===== src/rtl/bias_act_unit_if.sv =====
// Bias/activation bus: accumulation input stream, bias words, activation output stream.
// sat_flag/sat_cnt exist only when BIAS_ACT_SAT_FLAG_EN is defined.
interface bias_act_unit_if #(
    parameter int NUM_NEURONS = 20,
    parameter int BIAS_W      = 10,
    parameter int ACC_W       = 20,
    parameter int OUT_W       = 10
);
    logic                          start;
    logic [ACC_W-1:0]              acc_in;
    logic                          acc_valid;
    logic                          acc_ready;
    logic [NUM_NEURONS*BIAS_W-1:0] bias_flat;
    logic [OUT_W-1:0]              out_data;
    logic [4:0]                    out_idx;
    logic                          out_valid;
    logic                          busy;
    logic                          done;
`ifdef BIAS_ACT_SAT_FLAG_EN
    logic                          sat_flag;
    logic [4:0]                    sat_cnt;

    modport master (
        output start, acc_in, acc_valid, bias_flat,
        input  acc_ready, out_data, out_idx, out_valid, busy, done, sat_flag, sat_cnt
    );
    modport slave (
        input  start, acc_in, acc_valid, bias_flat,
        output acc_ready, out_data, out_idx, out_valid, busy, done, sat_flag, sat_cnt
    );
`else
    modport master (
        output start, acc_in, acc_valid, bias_flat,
        input  acc_ready, out_data, out_idx, out_valid, busy, done
    );
    modport slave (
        input  start, acc_in, acc_valid, bias_flat,
        output acc_ready, out_data, out_idx, out_valid, busy, done
    );
`endif
endinterface


===== src/rtl/bias_act_unit.sv =====
// Adds per-neuron bias to a serial accumulation stream, applies ReLU and unsigned saturation.
// Latency 2 edges from accept to out_valid; acc_ready only in RUN; output has no backpressure.
// BIAS_ACT_SAT_FLAG_EN adds a per-output clip flag and a per-pass clip counter.
module bias_act_unit #(
    parameter int NUM_NEURONS = 20,
    parameter int BIAS_W      = 10,
    parameter int ACC_W       = 20,
    parameter int OUT_W       = 10,
    parameter int BIAS_SHIFT  = 0
) (
    input  logic            clk,
    input  logic            rst,
    bias_act_unit_if.slave  bus
);
    localparam int              SUM_W    = ACC_W + BIAS_SHIFT + 2;
    localparam logic [4:0]      LAST_IDX = 5'(NUM_NEURONS - 1);
    localparam logic [OUT_W-1:0] OUT_MAX = '1;

    typedef enum logic [1:0] {
        IDLE  = 2'd0,
        RUN   = 2'd1,
        DRAIN = 2'd2
    } state_t;

    state_t                   state_q, state_d;
    logic [4:0]               cnt_q, cnt_d;
    logic                     s1_vld_q, s1_vld_d;
    logic signed [SUM_W-1:0]  s1_sum_q, s1_sum_d;
    logic [4:0]               s1_idx_q, s1_idx_d;
    logic [OUT_W-1:0]         out_data_q, out_data_d;
    logic [4:0]               out_idx_q, out_idx_d;
    logic                     out_valid_q, out_valid_d;
    logic                     done_q, done_d;
    logic                     busy_q, busy_d;

    logic                     accept;
    logic [BIAS_W-1:0]        bias_sel;
    logic signed [SUM_W-1:0]  acc_ext;
    logic signed [SUM_W-1:0]  bias_ext;
    logic                     sum_neg;
    logic                     sum_over;
    logic [OUT_W-1:0]         clip_val;

    assign accept = bus.acc_valid && (state_q == RUN);

    always_comb begin
        bias_sel = '0;
        for (int i = 0; i < NUM_NEURONS; i++) begin
            if (cnt_q == 5'(i)) begin
                bias_sel = bus.bias_flat[i*BIAS_W +: BIAS_W];
            end
        end
    end

    assign acc_ext  = SUM_W'(signed'(bus.acc_in));
    assign bias_ext = SUM_W'(signed'(bias_sel)) <<< BIAS_SHIFT;

    // Anything above OUT_W bits on a non-negative sum means it exceeds the unsigned range.
    assign sum_neg  = s1_sum_q[SUM_W-1];
    assign sum_over = !sum_neg && (|s1_sum_q[SUM_W-2:OUT_W]);

    always_comb begin
        clip_val = s1_sum_q[OUT_W-1:0];
        if (sum_neg) begin
            clip_val = '0;
        end else if (sum_over) begin
            clip_val = OUT_MAX;
        end
    end

    always_comb begin
        state_d = state_q;
        cnt_d   = cnt_q;
        case (state_q)
            IDLE: begin
                if (bus.start) begin
                    state_d = RUN;
                    cnt_d   = '0;
                end
            end
            RUN: begin
                if (accept) begin
                    cnt_d = cnt_q + 5'd1;
                    if (cnt_q == LAST_IDX) begin
                        state_d = DRAIN;
                    end
                end
            end
            DRAIN: begin
                if (done_q) begin
                    state_d = IDLE;
                end
            end
            default: begin
                state_d = IDLE;
            end
        endcase
    end

    always_comb begin
        s1_vld_d    = accept;
        s1_sum_d    = s1_sum_q;
        s1_idx_d    = s1_idx_q;
        if (accept) begin
            s1_sum_d = acc_ext + bias_ext;
            s1_idx_d = cnt_q;
        end

        out_valid_d = s1_vld_q;
        out_data_d  = out_data_q;
        out_idx_d   = out_idx_q;
        if (s1_vld_q) begin
            out_data_d = clip_val;
            out_idx_d  = s1_idx_q;
        end

        // The pass ends as the last neuron reaches the output register; busy drops with done.
        done_d = s1_vld_q && (s1_idx_q == LAST_IDX) && (state_q == DRAIN);
        busy_d = (state_d != IDLE) && !done_d;
    end

    always_ff @(posedge clk or posedge rst) begin
        if (rst) begin
            state_q     <= IDLE;
            cnt_q       <= '0;
            s1_vld_q    <= 1'b0;
            s1_sum_q    <= '0;
            s1_idx_q    <= '0;
            out_data_q  <= '0;
            out_idx_q   <= '0;
            out_valid_q <= 1'b0;
            done_q      <= 1'b0;
            busy_q      <= 1'b0;
        end else begin
            state_q     <= state_d;
            cnt_q       <= cnt_d;
            s1_vld_q    <= s1_vld_d;
            s1_sum_q    <= s1_sum_d;
            s1_idx_q    <= s1_idx_d;
            out_data_q  <= out_data_d;
            out_idx_q   <= out_idx_d;
            out_valid_q <= out_valid_d;
            done_q      <= done_d;
            busy_q      <= busy_d;
        end
    end

    assign bus.acc_ready = (state_q == RUN);
    assign bus.out_data  = out_data_q;
    assign bus.out_idx   = out_idx_q;
    assign bus.out_valid = out_valid_q;
    assign bus.busy      = busy_q;
    assign bus.done      = done_q;

`ifdef BIAS_ACT_SAT_FLAG_EN
    logic       sat_flag_q, sat_flag_d;
    logic [4:0] sat_cnt_q, sat_cnt_d;

    // ReLU zeroing is not a clip; only top-side saturation counts.
    always_comb begin
        sat_flag_d = s1_vld_q && sum_over;
        sat_cnt_d  = sat_cnt_q;
        if ((state_q == IDLE) && bus.start) begin
            sat_cnt_d = '0;
        end else if (sat_flag_d && (sat_cnt_q != 5'd31)) begin
            sat_cnt_d = sat_cnt_q + 5'd1;
        end
    end

    always_ff @(posedge clk or posedge rst) begin
        if (rst) begin
            sat_flag_q <= 1'b0;
            sat_cnt_q  <= '0;
        end else begin
            sat_flag_q <= sat_flag_d;
            sat_cnt_q  <= sat_cnt_d;
        end
    end

    assign bus.sat_flag = sat_flag_q;
    assign bus.sat_cnt  = sat_cnt_q;
`endif

endmodule


===== src/flat_wrapper.sv =====
// flat-port wrapper written by rule: the top's interface ports become plain ports
module bias_act_unit_flat 
#(
    parameter int NUM_NEURONS = 20,
    parameter int BIAS_W      = 10,
    parameter int ACC_W       = 20,
    parameter int OUT_W       = 10,
    parameter int BIAS_SHIFT  = 0
)
  (clk, rst, bus_start, bus_acc_in, bus_acc_valid, bus_bias_flat, bus_acc_ready, bus_out_data, bus_out_idx, bus_out_valid, bus_busy, bus_done);
  bias_act_unit_if #(.NUM_NEURONS(NUM_NEURONS), .BIAS_W(BIAS_W), .ACC_W(ACC_W), .OUT_W(OUT_W)) bus_i ();
  input  logic clk;
  input  logic rst;
  input wire logic [$bits(bus_i.start)-1:0] bus_start;
  input wire logic [$bits(bus_i.acc_in)-1:0] bus_acc_in;
  input wire logic [$bits(bus_i.acc_valid)-1:0] bus_acc_valid;
  input wire logic [$bits(bus_i.bias_flat)-1:0] bus_bias_flat;
  output wire logic [$bits(bus_i.acc_ready)-1:0] bus_acc_ready;
  output wire logic [$bits(bus_i.out_data)-1:0] bus_out_data;
  output wire logic [$bits(bus_i.out_idx)-1:0] bus_out_idx;
  output wire logic [$bits(bus_i.out_valid)-1:0] bus_out_valid;
  output wire logic [$bits(bus_i.busy)-1:0] bus_busy;
  output wire logic [$bits(bus_i.done)-1:0] bus_done;
  assign bus_i.start = bus_start;
  assign bus_i.acc_in = bus_acc_in;
  assign bus_i.acc_valid = bus_acc_valid;
  assign bus_i.bias_flat = bus_bias_flat;
  assign bus_acc_ready = bus_i.acc_ready;
  assign bus_out_data = bus_i.out_data;
  assign bus_out_idx = bus_i.out_idx;
  assign bus_out_valid = bus_i.out_valid;
  assign bus_busy = bus_i.busy;
  assign bus_done = bus_i.done;
  bias_act_unit #(.NUM_NEURONS(NUM_NEURONS), .BIAS_W(BIAS_W), .ACC_W(ACC_W), .OUT_W(OUT_W), .BIAS_SHIFT(BIAS_SHIFT)) u_core (.clk(clk), .rst(rst), .bus(bus_i));
endmodule

===== config.mk =====
export PLATFORM = sky130hd
export DESIGN_NAME = bias_act_unit_flat
export DESIGN_NICKNAME = d
export VERILOG_FILES = /design/src/rtl/bias_act_unit_if.sv /design/src/rtl/bias_act_unit.sv /design/src/flat_wrapper.sv
export SDC_FILE = /design/constraint.sdc
export NUM_CORES = 1
export LEC_CHECK = 0
export BUFFER_PORTS_ARGS = -buffer_cell sky130_fd_sc_hd__buf_2
export CORE_AREA = 2 2 128 130
export CTS_BUF_LIST = sky130_fd_sc_hd__clkbuf_16
export CTS_CLUSTER_SIZE = 16
export DETAILED_ROUTE_END_ITERATION = 12
export DIE_AREA = 0 0 130 132
export PLACE_DENSITY = 0.58
export SLEW_MARGIN = 20
export SYNTH_ARGS = -nofsm -noshare
export SYNTH_HDL_FRONTEND = slang
export SYNTH_SLANG_ARGS = --single-unit

===== constraint.sdc =====
create_clock -name clk -period 10.1 [get_ports clk]
set_input_delay 0.505 -clock clk [delete_from_list [all_inputs] [get_ports clk]]
set_output_delay 0.505 -clock clk [all_outputs]
set_load 0.05 [all_outputs]

======== Yosys cells after proc, flatten, opt, wreduce, memory -nomap -nowiden ========
Cells that the tools add are included.
word-level totals
  register bits ........................... 53
  word-level logic and storage cells ...... 79
  output and inout port bits .............. 19
  bits of input ports ..................... 224
cells by class
  muxes and demuxes ....................... 30
  reduce and logical (&&, ||, !) cells .... 13
  equality and inequality tests ........... 24
  add/subtract/negate cells ............... 2
operator list
  cell                 number
  $mux 10              22
  $eq 5x4->1 const B   8
  $eq 5x5->1 const B   5
  $add 20x10->21       1
  $eq 5x3->1 const B   4
  $reduce_or 11->1     1
  $eq 5x2->1 const B   2
  $mux 5               2
  $pmux 5 s2           1
  $mux 2               4
  $pmux 2 s3           1
  $add 5x1->5 const B  1
  $eq 5x1->1 const B   1
  $logic_and 1x1->1    5
  $logic_not 5->1      1
  $reduce_bool 2->1    2
  $reduce_and 3->1     1
  $eq 2x1->1 const B   1
  $eq 2x2->1 const B   1
  $logic_not 1->1      2
  $logic_not 2->1      1
  $ne 2x1->1 const B   1
  $ne 2x2->1 const B   1

======== Longest topological paths before layout ========
Gate-level depths: netlist of the first run.
  depth in word-level cells ............... 22
  gate-level depth with buffers ........... 21
  depth with buffers taken out ............ 19

======== Worst setup path before layout of the first run ========
Ideal clock, no wire load.
  path type ............................... reg2reg
  from .................................... register u_core.cnt_q[0]
  to ...................................... register u_core.s1_sum_q[19]
  cell stages (with the launch flop) ...... 20
  setup time .............................. 0.130 ns
  path slack .............................. 5.736 ns
  path buffers ............................ 2
  arrival time ............................ 4.234 ns
  clock period less this slack ............ 4.364 ns
  required time ........................... 9.970 ns
  cells stage by stage .................... dfrtp_1 > inv_1 > ha_1 > clkbuf_1 > and4b_1 > buf_2 > nand2_1 > o211ai_1 > o21ai_0 > o21ai_0 > a21oi_1 > a21oi_1 > ha_1 > nand4_1 > or3_1 > o21a_1 > or4_4 > a31oi_2 > xnor2_1 > o21ai_1
on the way
  longest elaborated chain between the ends .. 22
  elaborated cells on any way between the ends .. 41
  those cells by class .................... add/sub (1); eq/ne (19); mux (20); reduce/logical (1)
ends and longest elaborated chain
  item                      line                  source
  start: declaration        bias_act_unit.sv:26   logic [4:0] cnt_q, cnt_d;
  start signal: assignment  bias_act_unit.sv:136  cnt_q <= cnt_d;
  $logic_not 5->1           bias_act_unit.sv:49   if (cnt_q == 5'(i)) begin
  $mux 10 (19 in a row)     bias_act_unit.sv:49
  $mux 10 (*)               bias_act_unit.sv:49
  $add 20x10->21 (*)        bias_act_unit.sv:105  s1_sum_d = acc_ext + bias_ext;
  end signal: assignment    bias_act_unit.sv:138  s1_sum_q <= s1_sum_d;
  end: declaration          bias_act_unit.sv:28   logic signed [SUM_W-1:0] s1_sum_q, s1_sum_d;
Mark *: on every way between the ends. The rest lies on a longest branch, timed or not.
A chain may end at the register's enable or synchronous reset.

======== Worst setup path in the final report of the first run ========
  from .................................... register u_core.cnt_q[4]
  to ...................................... register u_core.s1_sum_q[19]
The elaborated chain is that of the path after synthesis.

==> out/metrics.yaml, run 1 <==
status:
  outcome: "complete, no violations"
place:
  portBuffers: 242
  globalplace.congestion: 0.943
  dpl.hpwl_um: 17700
sta:
  fin_crit_sh_pct: 55.7
  worstMarginPinSlew_ps: 1010
  relSlewSlack_pct: 32.4
  setup_tns_ps: 0
  hold_violations: 0
  fin_hold_ws_ps: 379
  setup-violations-final: 0
  period_needed_ps: 5630
  skew_ps: 3.77
  rsz0062_at_grt: "no"
  slew_viol_final: 0
  fmax_mhz: 178
cts:
  cts_root_buf: "clkbuf_16"
  cts.sinks: 52
  cts-buffers-inserted: 5
  clock_path_buffers: 2
  cts_tree: "done"
  clkTransAtPathRegs_ps: 60
  htreeDepth: 2
  cts_hold_buf: 0
  post_cts_buffers: 0
  ctsResizeCount: 0
  clock_latency_ps: 280
pwr:
  seqPwrFrac_pct: 14.7
  swShare_pct: 51.6
  p_per_area_nw_per_um2: 383
  internal_power_w: 0.00126
  p_switching_w: 0.00134
  clkPwrFrac_pct: 8.1
  power.leakage_nw: 3.18
  p_comb_share_pct: 77.3
  ir_worst_vdd_v: 0.000137
detailed_routing:
  drtAntennaViolNets: 0
  drt_iter0_drc: 578
  post_drt_wl_per_cell_um: 19.5
  drc: 0
  via_count: 6248
  first_pass_iters: 6
  finalWirelength_um: 21700
  routed_via_density: 5.62
setup_path:
  cp_slowest_cell: "dfrtp_1"
  cp_common_cell: "ha_1"
  worst-path-buf-inv: 1
  worstPathCellList: "inv_1, ha_1, nor2_1, o21ai_0, nor3_1, o2111ai_1, a21oi_1, ha_1, nand4_1, or3_1, o21a_1, or4_4, a31oi_2, xnor2_1, o21ai_1"
  cpLargestDelayFamily: "simple AND/OR/NAND/NOR gates"
  rr_endpoint: "u_core.s1_sum_q[19]"
  end_kind: "flop"
  worst_ep_required_time_ps: 10260
  r2r-start: "u_core.cnt_q[4]"
  critPathMaxStageDelay_ps: 930
  worstSetupPathType: "flop to flop"
  worst-path-max-fanout: 29
  arrival_ps: 5780
  rr_worst_depth: 15
  rrSetupSlack_ps: 4470
  crit_path_start_kind: "flop"
global_route:
  grt_overflow: 0
  antenna_found_initial: 6
  grt_pass1_vias: 5943
  grt_pass1_wl_um: 33100
  track_usage_pct: 24.7
  grt_start_max_net_pins: 53
min_path:
  hp-class: "primary input to asynchronous set/reset pin"
synth:
  yosysWarnings: 0
  syn_nets: 935
  syn_area_um2: 5290
  ys_ff_latch: 52
  synth_edf_count: 0
  yosys.area.top_type: "dfrtp_1"
  async_reset_ff_share_pct: 100
  synth_area_per_cell_um2: 7.73
  synth_cells: 685
  ys.flop_type: "dfrtp_1"
  synth.most_common_cell: "nand2_1"
  synthTopCellsByArea: "dfrtp_1 (25%), o21ai_0 (6.4%), ha_1 (5.9%)"
  synthDistinctLibCells: 80
  yosysSeqAreaShare_pct: 24.6
  yosysTopAreaCellShare_pct: 24.6
  synth.top_cells.by_count: "nand2_1 (80), o21ai_0 (68), a21oi_1 (55)"
die:
  die_height_um: 132
  die_x_um: 130
  dieArea_um2: 17200
  start_util_pct: 33.7
  core-area_um2: 15700
  num_rows: 46
  ios: 243
finish:
  fin_util_pct: 43.2
  area_growth_pct: 28.3
  final_nets: 1140
  drive_above_1_share_pct: 32.2
run:
  drv_cap: 0
## sequential cells by signal, summed over array words and instances (netlist names)
register and count:
u_core.bus.out_valid 1, u_core.bus.busy 1, u_core.out_valid_d 1, u_core.s1_sum_q 21
u_core.bus.done 1, u_core.bus.out_idx 5, u_core.bus.out_data 10, u_core.s1_idx_q 5
u_core.cnt_q 5, u_core.state_q 2
## logic make-up after synthesis
logic type	Yosys count	share of synthesized area (%)
AND/OR/NAND/NOR	239	24.9
buffers and inverters	81	6.57
multiplexers	17	3.55
AO/OA/AOI/OAI	257	31.9
flip-flops	52	24.6
XOR/XNOR	13	2.15
adder cells (fa/ha/maj)	26	6.29
## metal layers
| layer | track usage (%) | wire length, um |
|---|---|---|
| met5 | 0 | 0 |
| met4 | 8.60 | 694 |
| met3 | 4.46 | 1610 |
| met2 | 38.1 | 9670 |
| met1 | 34.5 | 9690 |
## how the worst max path moves through the flow
stage,slack (ps),depth (start not counted),end,start
3_5_place_dp,4520,15,u_core.s1_sum_q[19],u_core.cnt_q[4]
5_1_grt,3930,15,u_core.s1_sum_q[19],u_core.cnt_q[4]
4_1_cts,4520,15,u_core.s1_sum_q[19],u_core.cnt_q[4]
6_report,4470,15,u_core.s1_sum_q[19],u_core.cnt_q[4]
3_3_place_gp,4660,15,u_core.s1_sum_q[19],u_core.cnt_q[4]
2_1_floorplan,5740,19,u_core.s1_sum_q[19],u_core.cnt_q[0]
## per-stage QoR
stage                     total power [W]  setup slack [ps]  cells  instance area [um^2]
after floorplan                   0.00189              5740    685                  5290
after global placement            0.00237              4660   1099                  6590
after detailed placement          0.00237              4520   1099                  6590
after CTS                         0.00259              4520   1106                  6780
after global routing              0.00284              3930   1112                  6790
final                             0.00260              4470   1112                  6790
## worst reg2reg max path, delay by kind of cell, from the launching register on
kind	cells	cell delay (ps)
simple gates	5	1660
buf+inv	1	290
xor+xnor	1	140
compound gates	6	1580
fa+ha+maj	2	920
flops	1	930
## placed cells by master (no fill, tap or decap), types with 6 or more instances in the layout
| master | synthesis | layout |
|---|---|---|
| nand4bb_1 | 6 | 6 |
| and3_1 | 12 | 12 |
| xnor2_1 | 12 | 12 |
| inv_1 | 30 | 29 |
| dfrtp_1 | 52 | 52 |
| o21ai_0 | 68 | 68 |
| buf_2 | 14 | 242 |
| buf_4 | 1 | 7 |
| a21o_1 | 6 | 6 |
| a221oi_1 | 17 | 17 |
| o211ai_1 | 7 | 7 |
| nor2_1 | 45 | 45 |
| a211oi_1 | 10 | 10 |
| o221ai_1 | 8 | 8 |
| nor3_1 | 18 | 18 |
| mux2_2 | 14 | 14 |
| a21oi_1 | 55 | 55 |
| nand2_1 | 80 | 80 |
| nand2b_1 | 10 | 10 |
| nand4_1 | 7 | 7 |
| diode_2 | 0 | 6 |
| o22ai_1 | 21 | 21 |
| ha_1 | 25 | 25 |
| nand3_1 | 17 | 17 |
| o21a_1 | 7 | 7 |
## power by group through the flow
| stage | logic, W | registers [W] | clock network, W |
|---|---|---|---|
| floorplan | 0.00143 | 0.000462 | 0 |
| global placement | 0.00198 | 0.000384 | 0 |
| detailed placement | 0.00199 | 0.000386 | 0 |
| CTS | 0.00200 | 0.000383 | 0.000215 |
| global route | 0.00222 | 0.000397 | 0.000221 |
| finish | 0.00201 | 0.000382 | 0.000210 |
## layout make-up
| cell class | count | area (um^2) |
|---|---|---|
| Antenna cell | 6 | 15.0 |
| Fill cell | 1699 | 8920 |
| Tap cell | 216 | 270 |
| Inverter | 30 | 114 |
| Multi-Input combinational cell | 552 | 3640 |
| Clock inverter | 2 | 60.1 |
| Sequential cell | 52 | 1300 |
| Clock buffer | 5 | 125 |
| Timing Repair Buffer | 249 | 1260 |
Power figures use the tool's default switching activity.
==> inputs of run 2 (changes only) <==
- clock period: 10.1 -> 5.19 ns (I/O delays scaled with it)
==> run 2 against run 1 <==
  * Clock skew grew 2.5 ps
  * First-iteration DRC count increased by 23%
  * Core utilization increased by 1.2 points
  * Critical endpoint unchanged
  * Largest cell class unchanged
==> out/metrics.yaml, run 2 (synthesis results as in run 1) <==
status:
  outcome: "complete, no violations"
sta:
  rsz0062_at_grt: "no"
  slew_viol_final: 0  # unchanged
  period_needed_ps: 4840  # -783 ps
  worstMarginPinSlew_ps: 772  # -242 ps
  setup_tns_ps: 0  # unchanged
  setup-violations-final: 0  # unchanged
  skew_ps: 6.28  # +2.51 ps
  hold_violations: 0  # unchanged
  worst_slack_ps: 347  # -4130 ps
  fin_crit_sh_pct: 93.3  # +38 points
  relSlewSlack_pct: 48.1  # +16 points
  fmax_mhz: 206  # +16%
die:
  ios: 243  # unchanged
  core-area_um2: 15700  # unchanged
  start_util_pct: 33.7  # unchanged
  die_height_um: 132  # unchanged
  dieArea_um2: 17200  # unchanged
  die_x_um: 130  # unchanged
  num_rows: 46  # unchanged
detailed_routing:
  drtAntennaViolNets: 0  # unchanged
  post_drt_wl_per_cell_um: 19.5  # +0.21%
  finalWirelength_um: 22200  # +2.5%
  drt_iter0_drc: 709  # +23%
  routed_via_density: 5.50  # -2.0%
  drc: 0  # unchanged
  first_pass_iters: 6  # unchanged
  via_count: 6258  # +0.16%
place:
  dp_worst_setup_slack_ps: 296  # -4230 ps
  portBuffers: 242  # unchanged
  dpl.hpwl_um: 18500  # +4.7%
  dp.cells: 1127  # +2.5%
  globalplace.congestion: 0.928  # -1.6%
cts:
  clock_latency_ps: 290  # about the same
  cts-buffers-inserted: 5  # unchanged
  clkTransAtPathRegs_ps: 70  # about the same
  cts_root_buf: "clkbuf_16"
  ctsResizeCount: 0  # unchanged
  post_cts_buffers: 0  # unchanged
  cts_hold_buf: 0  # unchanged
  cts.sinks: 52  # unchanged
  cts_tree: "done"
  htreeDepth: 2  # unchanged
  clock_path_buffers: 2  # unchanged
pwr:
  p_total_w: 0.00517  # +99%
  power.leakage_nw: 3.31  # +4.0%
  p_comb_share_pct: 77.8  # +0.5 points
  seqPwrFrac_pct: 15.1  # +0.4 points
  p_per_area_nw_per_um2: 741  # +93%
  p_switching_w: 0.00267  # +99%
  ir_worst_vdd_v: 0.000278  # +100%
  internal_power_w: 0.00250  # +98%
  swShare_pct: 51.6  # +0.058 points
  clkPwrFrac_pct: 7.1  # -1.0 points
finish:
  drive_above_1_share_pct: 34.5  # +2.2 points
  final_common_cell: "buf_2"
  final_cells: 1137  # +2.2%
  final-seq-area_um2: 1300  # unchanged
  area_growth_pct: 31.8
  largest_reg_flops: 21  # unchanged
  multi_input_area_um2: 3650  # about the same
  fin_util_pct: 44.4  # +1.2 points
  final_cell_mix: "buf_2 (242), nand2_1 (80), o21ai_0 (68)"
  top_register: "u_core.s1_sum_q"
  filler_cell_count: 1645  # -3.2%
  final_nets: 1168  # +2.5%
setup_path:
  rr_worst_depth: 17  # +2
  r2r-start: "u_core.cnt_q[0]"
  rrSetupSlack_ps: 350  # -4130 ps
  startpoint: "u_core.cnt_q[0]"
  crit_path_start_kind: "flop"
  worstSetupPathType: "flop to flop"
  worst_ep_required_time_ps: 5350  # -4910 ps
  arrival_ps: 5000  # -780 ps
  end_kind: "flop"
  rr_endpoint: "u_core.s1_sum_q[19]"
  worst-path-max-fanout: 12  # -59%
global_route:
  grt_pass1_vias: 6148  # +3.4%
  antenna_found_initial: 3  # -3
  grt_pass1_wl_um: 34200  # +3.5%
  grt_overflow: 0  # unchanged
  track_usage_pct: 25.5  # +0.82 points
  grt_start_max_net_pins: 53  # unchanged
run:
  drv_cap: 0  # unchanged
min_path:
  hp-class: "primary input to asynchronous set/reset pin"
run 2: power by group through the flow:
| stage | registers (W) | logic, W | clock network, W |
|---|---|---|---|
| global placement | 0.000777 | 0.00394 | 0 |
| detailed placement | 0.000784 | 0.00396 | 0 |
| floorplan | 0.000899 | 0.00279 | 0 |
| global route | 0.000809 | 0.00444 | 0.000392 |
| finish | 0.000779 | 0.00402 | 0.000369 |
| CTS | 0.000777 | 0.00398 | 0.000377 |
run 2: how the worst max path moves through the flow:
stage / to / slack, ps / cells after the start
after floorplan: u_core.s1_sum_q[19] / 830 / 19
after global placement: u_core.s1_sum_q[19] / 420 / 17
after detailed placement: u_core.s1_sum_q[19] / 300 / 17
after CTS: u_core.s1_sum_q[19] / 290 / 17
after global routing: u_core.s1_sum_q[19] / 10 / 15
final: u_core.s1_sum_q[19] / 350 / 17
run 2: per-stage QoR:
stage          hold slack [ps]  instance area (um^2)
5_1_grt                    206                  6980
4_1_cts                    159                  6970
3_5_place_dp               468                  6800
3_3_place_gp               459                  6800
2_1_floorplan              352                  5290
6_report                   133                  6980
run 2: layout make-up:
type	count	share of cell area [%]
well taps	216	3.87
clock inverters	3	0.610
clock buffers	5	1.79
repair buffers	277	21.1
flip-flops and latches	52	18.7
multi-input cells	552	52.3
diodes	2	0.0717
inverters	30	1.61
run 2: worst max-delay path, stage by stage, from the launching register on:
cell and delay [ps]:
dfrtp_1 430, inv_1 160, ha_2 350, nor2b_1 320, and2_0 390, a221o_1 220
a222oi_1 90, o21ai_0 300, o2111ai_1 180, a21oi_1 380, ha_1 320, nand4_1 160
or3_1 350, o21a_1 200, or4_4 520, a31oi_2 150, xnor2_1 130, o21ai_1 70
run 2: routing by layer:
layer / global-route usage (%) / vias up / share of wire (%)
li1: - / 3051 / -
met4: 7.41 / 2 / 2.8
met5: 0 / - / 0.090
met2: 40.5 / 303 / 45
met3: 3.77 / 48 / 7.2
met1: 35.8 / 2854 / 45
